### src/rtl/key_adjust_ctrl_if.sv
// Button and adjust-bus bundle shared by the key front-end (master) and the
// per-field time counters (slave).
interface key_adjust_ctrl_if;
  logic [2:0] key_in;
  logic [2:0] adjust;
  logic       key2;
  logic       key3;
  logic       ms_tick;

  modport master (input key_in, output adjust, output key2, output key3, output ms_tick);
  modport slave  (output key_in, input adjust, input key2, input key3, input ms_tick);
endinterface

### src/rtl/key_adjust_ctrl.sv
// Key front-end: synchronise/debounce three buttons, run the adjust-field FSM
// and emit key2/key3 strobes. Define KEY_REPEAT_EN for held-key auto-repeat.
module key_adjust_ctrl #(
  parameter int CLK_FREQ        = 50_000_000,
  parameter int DEBOUNCE_MS     = 20,
  parameter int FIELD_MAX       = 6,
  parameter int TIMEOUT_S       = 10,
  parameter int REPEAT_DELAY_MS = 500,
  parameter int REPEAT_RATE_MS  = 100
) (
  input  logic              clk,
  input  logic              rst_n,
  key_adjust_ctrl_if.master bus
);

  localparam int TICK_CYC = CLK_FREQ / 1000;
  localparam int PW       = (TICK_CYC > 1) ? $clog2(TICK_CYC) : 1;
  localparam int DW       = $clog2(DEBOUNCE_MS + 1);
  localparam int TO_MS    = TIMEOUT_S * 1000;
  localparam int TW       = $clog2(TO_MS + 1);

  typedef enum logic {ST_RUN = 1'b0, ST_ADJ = 1'b1} state_t;

  logic [2:0]    key_meta_r;
  logic [2:0]    key_sync_r;
  logic [2:0]    key_lvl_s;
  logic [PW-1:0] pre_cnt_r;
  logic          ms_tick_r;
  logic [DW-1:0] db_cnt_r [3];
  logic [2:0]    db_state_r;
  logic [2:0]    db_prev_r;
  logic [2:0]    press_s;
  logic          press_any_s;
  state_t        state_r;
  state_t        state_nx;
  logic [2:0]    adjust_r;
  logic [2:0]    adjust_nx;
  logic          key2_r;
  logic          key3_r;
  logic          key2_nx;
  logic          key3_nx;
  logic [TW-1:0] to_cnt_r;
  logic          timeout_s;
  logic          rep_fire_s;
  logic          adj_change_s;

  // Two-flop synchroniser; reset value is "released" (raw keys are active low).
  always_ff @(posedge clk or negedge rst_n) begin
    if (!rst_n) begin
      key_meta_r <= 3'b111;
      key_sync_r <= 3'b111;
    end else begin
      key_meta_r <= bus.key_in;
      key_sync_r <= key_meta_r;
    end
  end

  assign key_lvl_s = ~key_sync_r;

  // 1 ms prescaler; the tick is registered so it is glitch-free for neighbours.
  always_ff @(posedge clk or negedge rst_n) begin
    if (!rst_n) begin
      pre_cnt_r <= {PW{1'b0}};
      ms_tick_r <= 1'b0;
    end else if (pre_cnt_r == PW'(TICK_CYC - 1)) begin
      pre_cnt_r <= {PW{1'b0}};
      ms_tick_r <= 1'b1;
    end else begin
      pre_cnt_r <= pre_cnt_r + PW'(1'b1);
      ms_tick_r <= 1'b0;
    end
  end

  // Per-key debounce: a differing level must persist for DEBOUNCE_MS ticks.
  always_ff @(posedge clk or negedge rst_n) begin
    if (!rst_n) begin
      db_state_r <= 3'b000;
      db_prev_r  <= 3'b000;
      for (int k = 0; k < 3; k++) begin
        db_cnt_r[k] <= {DW{1'b0}};
      end
    end else begin
      db_prev_r <= db_state_r;
      for (int k = 0; k < 3; k++) begin
        if (key_lvl_s[k] == db_state_r[k]) begin
          db_cnt_r[k] <= {DW{1'b0}};
        end else if (ms_tick_r) begin
          if (db_cnt_r[k] == DW'(DEBOUNCE_MS - 1)) begin
            db_state_r[k] <= key_lvl_s[k];
            db_cnt_r[k]   <= {DW{1'b0}};
          end else begin
            db_cnt_r[k] <= db_cnt_r[k] + DW'(1'b1);
          end
        end else begin
          db_cnt_r[k] <= db_cnt_r[k];
        end
      end
    end
  end

  assign press_s     = db_state_r & ~db_prev_r;
  assign press_any_s = |press_s;
  assign timeout_s   = (state_r == ST_ADJ) & ms_tick_r & (to_cnt_r == TW'(TO_MS - 1));

`ifdef KEY_REPEAT_EN
  localparam int RMAX = (REPEAT_DELAY_MS > REPEAT_RATE_MS) ? REPEAT_DELAY_MS : REPEAT_RATE_MS;
  localparam int RW   = $clog2(RMAX + 1);

  logic [RW-1:0] rep_cnt_r;
  logic [RW-1:0] rep_limit_s;
  logic          rep_armed_r;
  logic          rep_hold_s;

  // Only a single held up/down key in ADJ auto-repeats.
  assign rep_hold_s  = (state_r == ST_ADJ) & (db_state_r[1] ^ db_state_r[2]);
  assign rep_limit_s = rep_armed_r ? RW'(REPEAT_RATE_MS - 1) : RW'(REPEAT_DELAY_MS - 1);
  assign rep_fire_s  = rep_hold_s & ms_tick_r & (rep_cnt_r == rep_limit_s);

  // Repeat timer: first interval is the delay, later ones the rate.
  always_ff @(posedge clk or negedge rst_n) begin
    if (!rst_n) begin
      rep_cnt_r   <= {RW{1'b0}};
      rep_armed_r <= 1'b0;
    end else if (!rep_hold_s || press_any_s || adj_change_s) begin
      rep_cnt_r   <= {RW{1'b0}};
      rep_armed_r <= 1'b0;
    end else if (rep_fire_s) begin
      rep_cnt_r   <= {RW{1'b0}};
      rep_armed_r <= 1'b1;
    end else if (ms_tick_r) begin
      rep_cnt_r   <= rep_cnt_r + RW'(1'b1);
      rep_armed_r <= rep_armed_r;
    end else begin
      rep_cnt_r   <= rep_cnt_r;
      rep_armed_r <= rep_armed_r;
    end
  end
`else
  // Repeat disabled: the REPEAT_* parameters only keep the instance interface uniform.
  assign rep_fire_s = 1'b0 && ((REPEAT_DELAY_MS + REPEAT_RATE_MS) > 0);
`endif

  // Next-state and strobe decode; field change beats strobes, any press beats timeout.
  always_comb begin
    state_nx  = state_r;
    adjust_nx = adjust_r;
    key2_nx   = 1'b0;
    key3_nx   = 1'b0;
    case (state_r)
      ST_RUN: begin
        if (press_s[0]) begin
          state_nx  = ST_ADJ;
          adjust_nx = 3'd1;
        end else begin
          adjust_nx = 3'd0;
        end
      end
      ST_ADJ: begin
        if (press_s[0]) begin
          if (adjust_r >= 3'(FIELD_MAX)) begin
            state_nx  = ST_RUN;
            adjust_nx = 3'd0;
          end else begin
            adjust_nx = adjust_r + 3'd1;
          end
        end else if (press_s[1] || press_s[2]) begin
          key2_nx = press_s[1] & ~press_s[2];
          key3_nx = press_s[2] & ~press_s[1];
        end else if (rep_fire_s) begin
          key2_nx = db_state_r[1];
          key3_nx = db_state_r[2];
        end else if (timeout_s) begin
          state_nx  = ST_RUN;
          adjust_nx = 3'd0;
        end else begin
          state_nx = ST_ADJ;
        end
      end
      default: begin
        state_nx  = ST_RUN;
        adjust_nx = 3'd0;
      end
    endcase
  end

  assign adj_change_s = (adjust_nx != adjust_r);

  // FSM state and registered outputs.
  always_ff @(posedge clk or negedge rst_n) begin
    if (!rst_n) begin
      state_r  <= ST_RUN;
      adjust_r <= 3'd0;
      key2_r   <= 1'b0;
      key3_r   <= 1'b0;
    end else begin
      state_r  <= state_nx;
      adjust_r <= adjust_nx;
      key2_r   <= key2_nx;
      key3_r   <= key3_nx;
    end
  end

  // Inactivity timer: held at 0 in RUN, restarted by any press or repeat.
  always_ff @(posedge clk or negedge rst_n) begin
    if (!rst_n) begin
      to_cnt_r <= {TW{1'b0}};
    end else if ((state_r == ST_RUN) || press_any_s || rep_fire_s || timeout_s) begin
      to_cnt_r <= {TW{1'b0}};
    end else if (ms_tick_r) begin
      to_cnt_r <= to_cnt_r + TW'(1'b1);
    end else begin
      to_cnt_r <= to_cnt_r;
    end
  end

  assign bus.adjust  = adjust_r;
  assign bus.key2    = key2_r;
  assign bus.key3    = key3_r;
  assign bus.ms_tick = ms_tick_r;

endmodule

### src/flat_wrapper.sv
// flat-port wrapper written by rule: the top's interface ports become plain ports
module key_adjust_ctrl_flat 
#(
  parameter int CLK_FREQ        = 50_000_000,
  parameter int DEBOUNCE_MS     = 20,
  parameter int FIELD_MAX       = 6,
  parameter int TIMEOUT_S       = 10,
  parameter int REPEAT_DELAY_MS = 500,
  parameter int REPEAT_RATE_MS  = 100
)
  (clk, rst_n, bus_key_in, bus_adjust, bus_key2, bus_key3, bus_ms_tick);
  key_adjust_ctrl_if bus_i ();
  input  logic clk;
  input  logic rst_n;
  input wire logic [$bits(bus_i.key_in)-1:0] bus_key_in;
  output wire logic [$bits(bus_i.adjust)-1:0] bus_adjust;
  output wire logic [$bits(bus_i.key2)-1:0] bus_key2;
  output wire logic [$bits(bus_i.key3)-1:0] bus_key3;
  output wire logic [$bits(bus_i.ms_tick)-1:0] bus_ms_tick;
  assign bus_i.key_in = bus_key_in;
  assign bus_adjust = bus_i.adjust;
  assign bus_key2 = bus_i.key2;
  assign bus_key3 = bus_i.key3;
  assign bus_ms_tick = bus_i.ms_tick;
  key_adjust_ctrl #(.CLK_FREQ(CLK_FREQ), .DEBOUNCE_MS(DEBOUNCE_MS), .FIELD_MAX(FIELD_MAX), .TIMEOUT_S(TIMEOUT_S), .REPEAT_DELAY_MS(REPEAT_DELAY_MS), .REPEAT_RATE_MS(REPEAT_RATE_MS)) u_core (.clk(clk), .rst_n(rst_n), .bus(bus_i));
endmodule
### config.mk
export PLATFORM = sky130hd
export DESIGN_NAME = key_adjust_ctrl_flat
export DESIGN_NICKNAME = d
export VERILOG_FILES = /design/src/rtl/key_adjust_ctrl_if.sv /design/src/rtl/key_adjust_ctrl.sv /design/src/flat_wrapper.sv
export SDC_FILE = /design/constraint.sdc
export NUM_CORES = 1
export LEC_CHECK = 0
export CORE_MARGIN = 5
export CORE_UTILIZATION = 54
export DETAILED_ROUTE_END_ITERATION = 10
export PLACE_DENSITY = 0.74
export SKIP_CTS_REPAIR_TIMING = 1
export SLEW_MARGIN = 10
export SYNTH_ARGS = -nofsm -noshare
export SYNTH_HDL_FRONTEND = slang
export SYNTH_SLANG_ARGS = --single-unit
### constraint.sdc
create_clock -name clk -period 1.75 [get_ports clk]
set_input_delay 0.35 -clock clk [delete_from_list [all_inputs] [get_ports clk]]
set_output_delay 0.35 -clock clk [all_outputs]
set_load 0.005 [all_outputs]
== Word level (Yosys, flattened, before mapping) ==
Index checks and enable logic that the tools add are counted.
W data, S select, Z words.

* Register bits after elaboration: 64
* Input bits: 5
* Output and inout bits: 6
* Word-level logic and storage cells: 89

* $add $sub $neg: 6
* Order comparisons: 1
* Equality and inequality tests: 10
* Muxes and demuxes: 31
* Bitwise gates (word level): 13
* Reductions and logical operators: 12

{| class="wikitable"
|+ Operators by type and width
! cell !! number
|-
| $mux W5 || 9
|-
| $mux W14 || 2
|-
| $add A16 B1 Y16 const B || 1
|-
| $eq A16 B16 Y1 const B || 1
|-
| $mux W16 || 1
|-
| $add A5 B1 Y5 const B || 3
|-
| $eq A5 B5 Y1 const B || 3
|-
| $add A14 B1 Y14 const B || 1
|-
| $eq A14 B14 Y1 const B || 1
|-
| $mux W1 || 13
|-
| $mux W3 || 4
|-
| $reduce_and A3 Y1 || 3
|-
| $reduce_bool A2 Y1 || 4
|-
| $ne A3 B2 Y1 const B || 2
|-
| $not A1 Y1 || 6
|-
| $not A3 Y3 || 2
|-
| $pmux W3 S2 || 1
|-
| $and A1 B1 Y1 || 4
|-
| $add A3 B1 Y3 const B || 1
|-
| $and A3 B3 Y3 || 1
|-
| $eq A1 B1 Y1 || 3
|-
| $ge A3 B3 Y1 const B || 1
|-
| $logic_or A1 B1 Y1 || 3
|-
| $reduce_or A3 Y1 || 1
|-
| 2 further kinds || 2
|}

== Depth between registers and ports, before layout ==
* Depth in word-level cells: 7
* Depth in mapped cells: 7
* Mapped depth without buffers: 5

== Worst setup path after synthesis ==
No wires, ideal clock.

* Path kind: reg-to-reg
* Start: register u_core.to_cnt_r[4]
* End: register u_core.to_cnt_r[11]
* Library setup time: 0.119 ns
* Data arrival time: 1.630 ns
* Required time: 1.631 ns
* Setup slack: 0.001 ns
* Cell stages (with the launch flop): 7
* Buffers on the path: 2
* Period minus slack after synthesis: 1.749 ns
* Path through: dfrtp_1 > or4b_1 > nor4_2 > or3_1 > buf_2 > buf_6 > nor2_1

* Word-level cells in the longest chain between the ends: 4
* Elaborated cells between the ends (all ways): 7
* Those cells by class: add/sub (1); eq/ne (1); mux (2); bitwise (1); reduce/logical (2)

{| class="wikitable"
|+ RTL lines
! element !! RTL line !! text
|-
| start: declaration || key_adjust_ctrl.sv:42 || <nowiki>logic [TW-1:0] to_cnt_r;</nowiki>
|-
| start signal: assignment || key_adjust_ctrl.sv:206 || <nowiki>to_cnt_r <= {TW{1'b0}};</nowiki>
|-
| start signal: assignment || key_adjust_ctrl.sv:208 || <nowiki>to_cnt_r <= {TW{1'b0}};</nowiki>
|-
| start signal: assignment || key_adjust_ctrl.sv:210 || <nowiki>to_cnt_r <= to_cnt_r + TW'(1'b1);</nowiki>
|-
| parallel branches: the longest is 4 deep, another holds $add A14 B1 Y14 || - ||
|}

Parallel ways; which one is timed is not known. The select of a mux whose other input is x is not followed.
A chain may end at the register's enable or synchronous reset.

== Worst setup path in the final report ==
* Start: register u_core.to_cnt_r[7]
* End: register u_core.adjust_r[2] (netlist: u_core.bus.adjust[2])

* Word-level cells in the longest chain between the ends: 4

{| class="wikitable"
|+ RTL lines
! element !! RTL line !! text
|-
| $eq A14 B14 Y1 || key_adjust_ctrl.sv:103 || <nowiki>assign timeout_s = (state_r == ST_ADJ) & ms_tick_r & (to_cnt_r == TW'(TO_MS - 1));</nowiki>
|-
| $and A1 B1 Y1 || key_adjust_ctrl.sv:103 ||
|-
| $ne A3 B2 Y1 (no source line) || - ||
|-
| $reduce_and A2 Y1 (no source line) || - ||
|-
| end signal: assignment || key_adjust_ctrl.sv:197 || <nowiki>adjust_r <= adjust_nx;</nowiki>
|-
| end: declaration || key_adjust_ctrl.sv:36 || <nowiki>logic [2:0] adjust_r;</nowiki>
|}

No other way between the ends.

==> PnR_summary.wiki <==
{| class="wikitable"
! Metric !! Value
|-
| Placed instance count || 358
|-
| Number of synthesized register bits || 64
|-
| Ratio of total power to cell area || 823 mW/mm²
|-
| Post-DR wirelength/cell || 13.2 µm
|-
| Maximum capacitance violations || 0
|-
| Area share of the largest cell type after synthesis || 0.498
|-
| Reg-to-reg startpoint || u_core.to_cnt_r[7]$_DFFE_PN0P_
|-
| Total CTS buffers || 9
|-
| Global-route wire length before repair || 8970 µm
|-
| Total of buffers placed on input and output ports || 10
|-
| Violated checks || negative hold slack, negative setup slack
|-
| Clock tree buffer depth || 2
|-
| Number of cells traversed by the worst register-to-register path || 4
|-
| Top-count cell post-synth || sky130_fd_sc_hd__dfrtp_1
|-
| Die width || 83.4 µm
|-
| Number of instances in the synthesized netlist || 268
|-
| Iteration-0 DRC count of the detailed router || 83
|-
| Result of the run || finished, violations left
|-
| Clock latency of the later-clocked register in the worst-skew pair || 0.33 ns
|-
| Mapped cell area || 0.00291 mm²
|-
| Layout Cells excl Fill || 374
|-
| Maximum number of pins on one net before global-route repair || 65
|-
| Count of antenna-violating nets left after detailed routing || 0
|-
| Main area contributors after synthesis || sky130_fd_sc_hd__dfrtp_1 (50%), sky130_fd_sc_hd__xor2_1 (5.7%), sky130_fd_sc_hd__dfstp_2 (5.4%), sky130_fd_sc_hd__nor2_1 (5.3%), sky130_fd_sc_hd__xnor2_1 (3.6%)
|-
| Seq/Total Area, Yosys || 0.553
|-
| Number of nets in the finished design || 310
|-
| Min Clock Period, post-route || 1.76 ns
|-
| Most numerous cell types in the synthesized netlist || sky130_fd_sc_hd__dfrtp_1 (58), sky130_fd_sc_hd__nor2_1 (41), sky130_fd_sc_hd__xor2_1 (19)
|-
| Required time of the critical path || 1.97 ns
|-
| Antenna violations before repair || 0
|-
| Crit-path max cell delay || 0.57 ns
|-
| Number of nets in the synthesized netlist || 279
|-
| Clock Pin Slew Worst Setup and Hold Paths || 0.07 ns
|-
| DRC errors left || 0
|-
| Number of global-route vias before repair || 2012
|-
| Cell variety after synth || 37
|-
| Count of yosys warnings during synthesis || 0
|-
| Dpl hpwl || 3250 µm
|-
| Maximum operating frequency || 569 MHz
|-
| Startpoint class of the critical path || register
|-
| Fin worst setup slack || -0.00805 ns
|-
| Final estimated routing congestion in global placement || 0.844
|-
| Initial core utilization || 0.563
|-
| Dominant synthesized flop cell || sky130_fd_sc_hd__dfrtp_1
|-
| Die area || 0.00696 mm²
|-
| Share of the clock period used by the worst path after layout || 1.00
|-
| Critical path endpoint category || register
|-
| Arrival time at the worst endpoint || 1.98 ns
|-
| Area of the core || 0.00517 mm²
|-
| Pre-Repair DR Iteration Count || 4
|-
| Count of boundary I/O pins || 11
|-
| Area added between synthesis and finish || 17.3%
|-
| Area of combinational cells with multiple inputs || 0.00129 mm²
|-
| Total vias in the final route || 1996
|-
| Peak supply drop || 0.786 mV
|-
| Aggregate negative setup slack || -0.00805 ns
|-
| Post-synth EDFFs || 0
|-
| Worst setup path start || u_core.to_cnt_r[7]$_DFFE_PN0P_
|-
| Maximum net fanout on the critical path || 4
|-
| Final hold slack || -0.00423 ns
|-
| Sinks on Clock Net || 64
|-
| Cell at the root of the clock tree || sky130_fd_sc_hd__clkbuf_8
|-
| Flop2flop setup slack || -0.008 ns
|-
| Total detailed-routing wirelength || 4920 µm
|-
| Number of cell rows || 26
|-
| Final Max Tran Viols || 0
|-
| Cells along the critical path || or4b_1 > nor4_4 > a31oi_2 > a32o_1
|-
| Post-Synthesis Mean Instance Area || 10.9 µm²
|-
| Antenna diode instance count || 0
|-
| Number of fill cells || 410
|-
| Cell type with the largest total area after synthesis || sky130_fd_sc_hd__dfrtp_1
|-
| Largest clock skew in the final design || 0.00948 ns
|-
| Clock tree from TritonCTS || done
|-
| H-Tree Depth || 3
|-
| Vertical die dimension || 83.4 µm
|-
| Total setup violations reported at the end of the flow || 1
|-
| Critical Path Slowest Stage Cell || sky130_fd_sc_hd__or4b_1
|-
| Total grt overflow || 0
|-
| Overall routing resource usage || 0.160
|-
| Class of the worst hold path || in -> async
|-
| Register Area || 0.00161 mm²
|-
| Destination of the worst register-to-register timing path || u_core.bus.adjust[2]$_DFFE_PN0P_
|-
| Async S/R FF share, synth || 1.00
|-
| Transition time of the tightest slew-check pin || 0.499 ns
|-
| Slew margin rel. || 0.664
|-
| Critical Setup Path Class || reg -> reg
|-
| Final hold viol count || 2
|-
| RSZ-0062 raised after global routing || true
|-
| Fraction of layout cells with a size suffix above 1 || 0.148
|-
| Leakage || 1.52 nW
|-
| Drt via density || 5.34
|}
## cell families after synthesis
family | after synthesis | share of synthesized area
compound gates | 32 | 0.0636
xor+xnor | 31 | 0.0933
buf+inv | 8 | 0.0138
mux | 7 | 0.0245
flops | 64 | 0.553
fa+ha+maj | 6 | 0.0258
simple gates | 120 | 0.226
## cell usage in the layout, fill, tap and decap left out, types with 4 or more instances in the layout
cell	instances
sky130_fd_sc_hd__dfrtp_1	58
sky130_fd_sc_hd__nor2_1	40
sky130_fd_sc_hd__xor2_1	19
sky130_fd_sc_hd__buf_4	14
sky130_fd_sc_hd__nand4_1	13
sky130_fd_sc_hd__a21oi_1	13
sky130_fd_sc_hd__xnor2_1	12
sky130_fd_sc_hd__nand3_1	11
sky130_fd_sc_hd__nand2_1	11
sky130_fd_sc_hd__clkbuf_8	11
sky130_fd_sc_hd__nor2b_1	9
sky130_fd_sc_hd__clkdlybuf4s50_1	9
sky130_fd_sc_hd__o21ai_0	7
sky130_fd_sc_hd__nor3_1	6
sky130_fd_sc_hd__mux2i_1	6
sky130_fd_sc_hd__ha_1	6
sky130_fd_sc_hd__dfstp_2	6
sky130_fd_sc_hd__a31oi_1	5
sky130_fd_sc_hd__nand2b_1	4
sky130_fd_sc_hd__a21o_1	4
## worst max path at each step
stage | endpoint | slack [ns] | cells past startpoint
floorplan | u_core.to_cnt_r[11]$_DFFE_PN0P_ | 0.001 | 6
global placement | u_core.bus.adjust[2]$_DFFE_PN0P_ | 0.01 | 4
detailed placement | u_core.bus.adjust[2]$_DFFE_PN0P_ | -0.02 | 4
CTS | u_core.bus.adjust[2]$_DFFE_PN0P_ | -0.03 | 4
global route | u_core.bus.adjust[2]$_DFFE_PN0P_ | -0.06 | 4
finish | u_core.bus.adjust[2]$_DFFE_PN0P_ | -0.008 | 4
## layer usage
| layer | vias to the layer above | global-route usage | part of all wire |
|---|---|---|---|
| li1 | 1007 | - | - |
| met1 | 962 | 0.210 | 0.50 |
| met2 | 18 | 0.241 | 0.45 |
| met3 | 9 | 0.0386 | 0.029 |
| met4 | 0 | 0.0921 | 0.024 |
| met5 | - | 0 | 0 |
## registers in the layout, summed over array words and instances, names as in the netlist
register            count
u_core.db_prev_r        3
u_core.key_sync_r       3
u_core.db_state_r       3
u_core.to_cnt_r        14
u_core.bus.ms_tick      1
u_core.db_cnt_r        15
u_core.state_r          1
u_core.bus.key2         1
u_core.bus.adjust       3
u_core.pre_cnt_r       16
u_core.bus.key3         1
u_core.key_meta_r       3
## critical path: cells and delay by family (launching register included)
family | cells | cell delay, ns
AOI/OAI and AO/OA | 2 | 0.40
and+or+nand+nor | 2 | 0.88
DFF | 1 | 0.37
## metrics by stage
step / instance area [µm²] / total power [mW] / util / setup WS (ns) / hold WS [ns]
final: 3420 / 2.81 / 0.660 / -0.00805 / -0.00423
after global routing: 3420 / 2.93 / 0.660 / -0.0644 / 0.0484
after CTS: 3400 / 2.84 / 0.658 / -0.0305 / 0.0249
after detailed placement: 3200 / 1.57 / 0.619 / -0.0156 / 0.348
after global placement: 3200 / 1.57 / 0.619 / 0.0103 / 0.345
after floorplan: 2910 / 1.53 / - / 0.00138 / 0.0544
## final cells by class
| class | count | share of cell area |
|---|---|---|
| clock buffer | 13 | 0.0465 |
| clock inverter | 3 | 0.0117 |
| inverter | 3 | 0.00330 |
| multi-input combinational | 196 | 0.377 |
| sequential | 64 | 0.471 |
| tap | 70 | 0.0256 |
| timing repair buffer | 25 | 0.0645 |
## power by group
part	total (mW)	internal (mW)	leakage, nW	switching (mW)
sequential	1.50	1.49	0.859	0.00348
clock	1.27	0.733	0.103	0.539
combinational	0.0458	0.0127	0.556	0.0331
No activity file was read; power rests on OpenSTA's default activity.
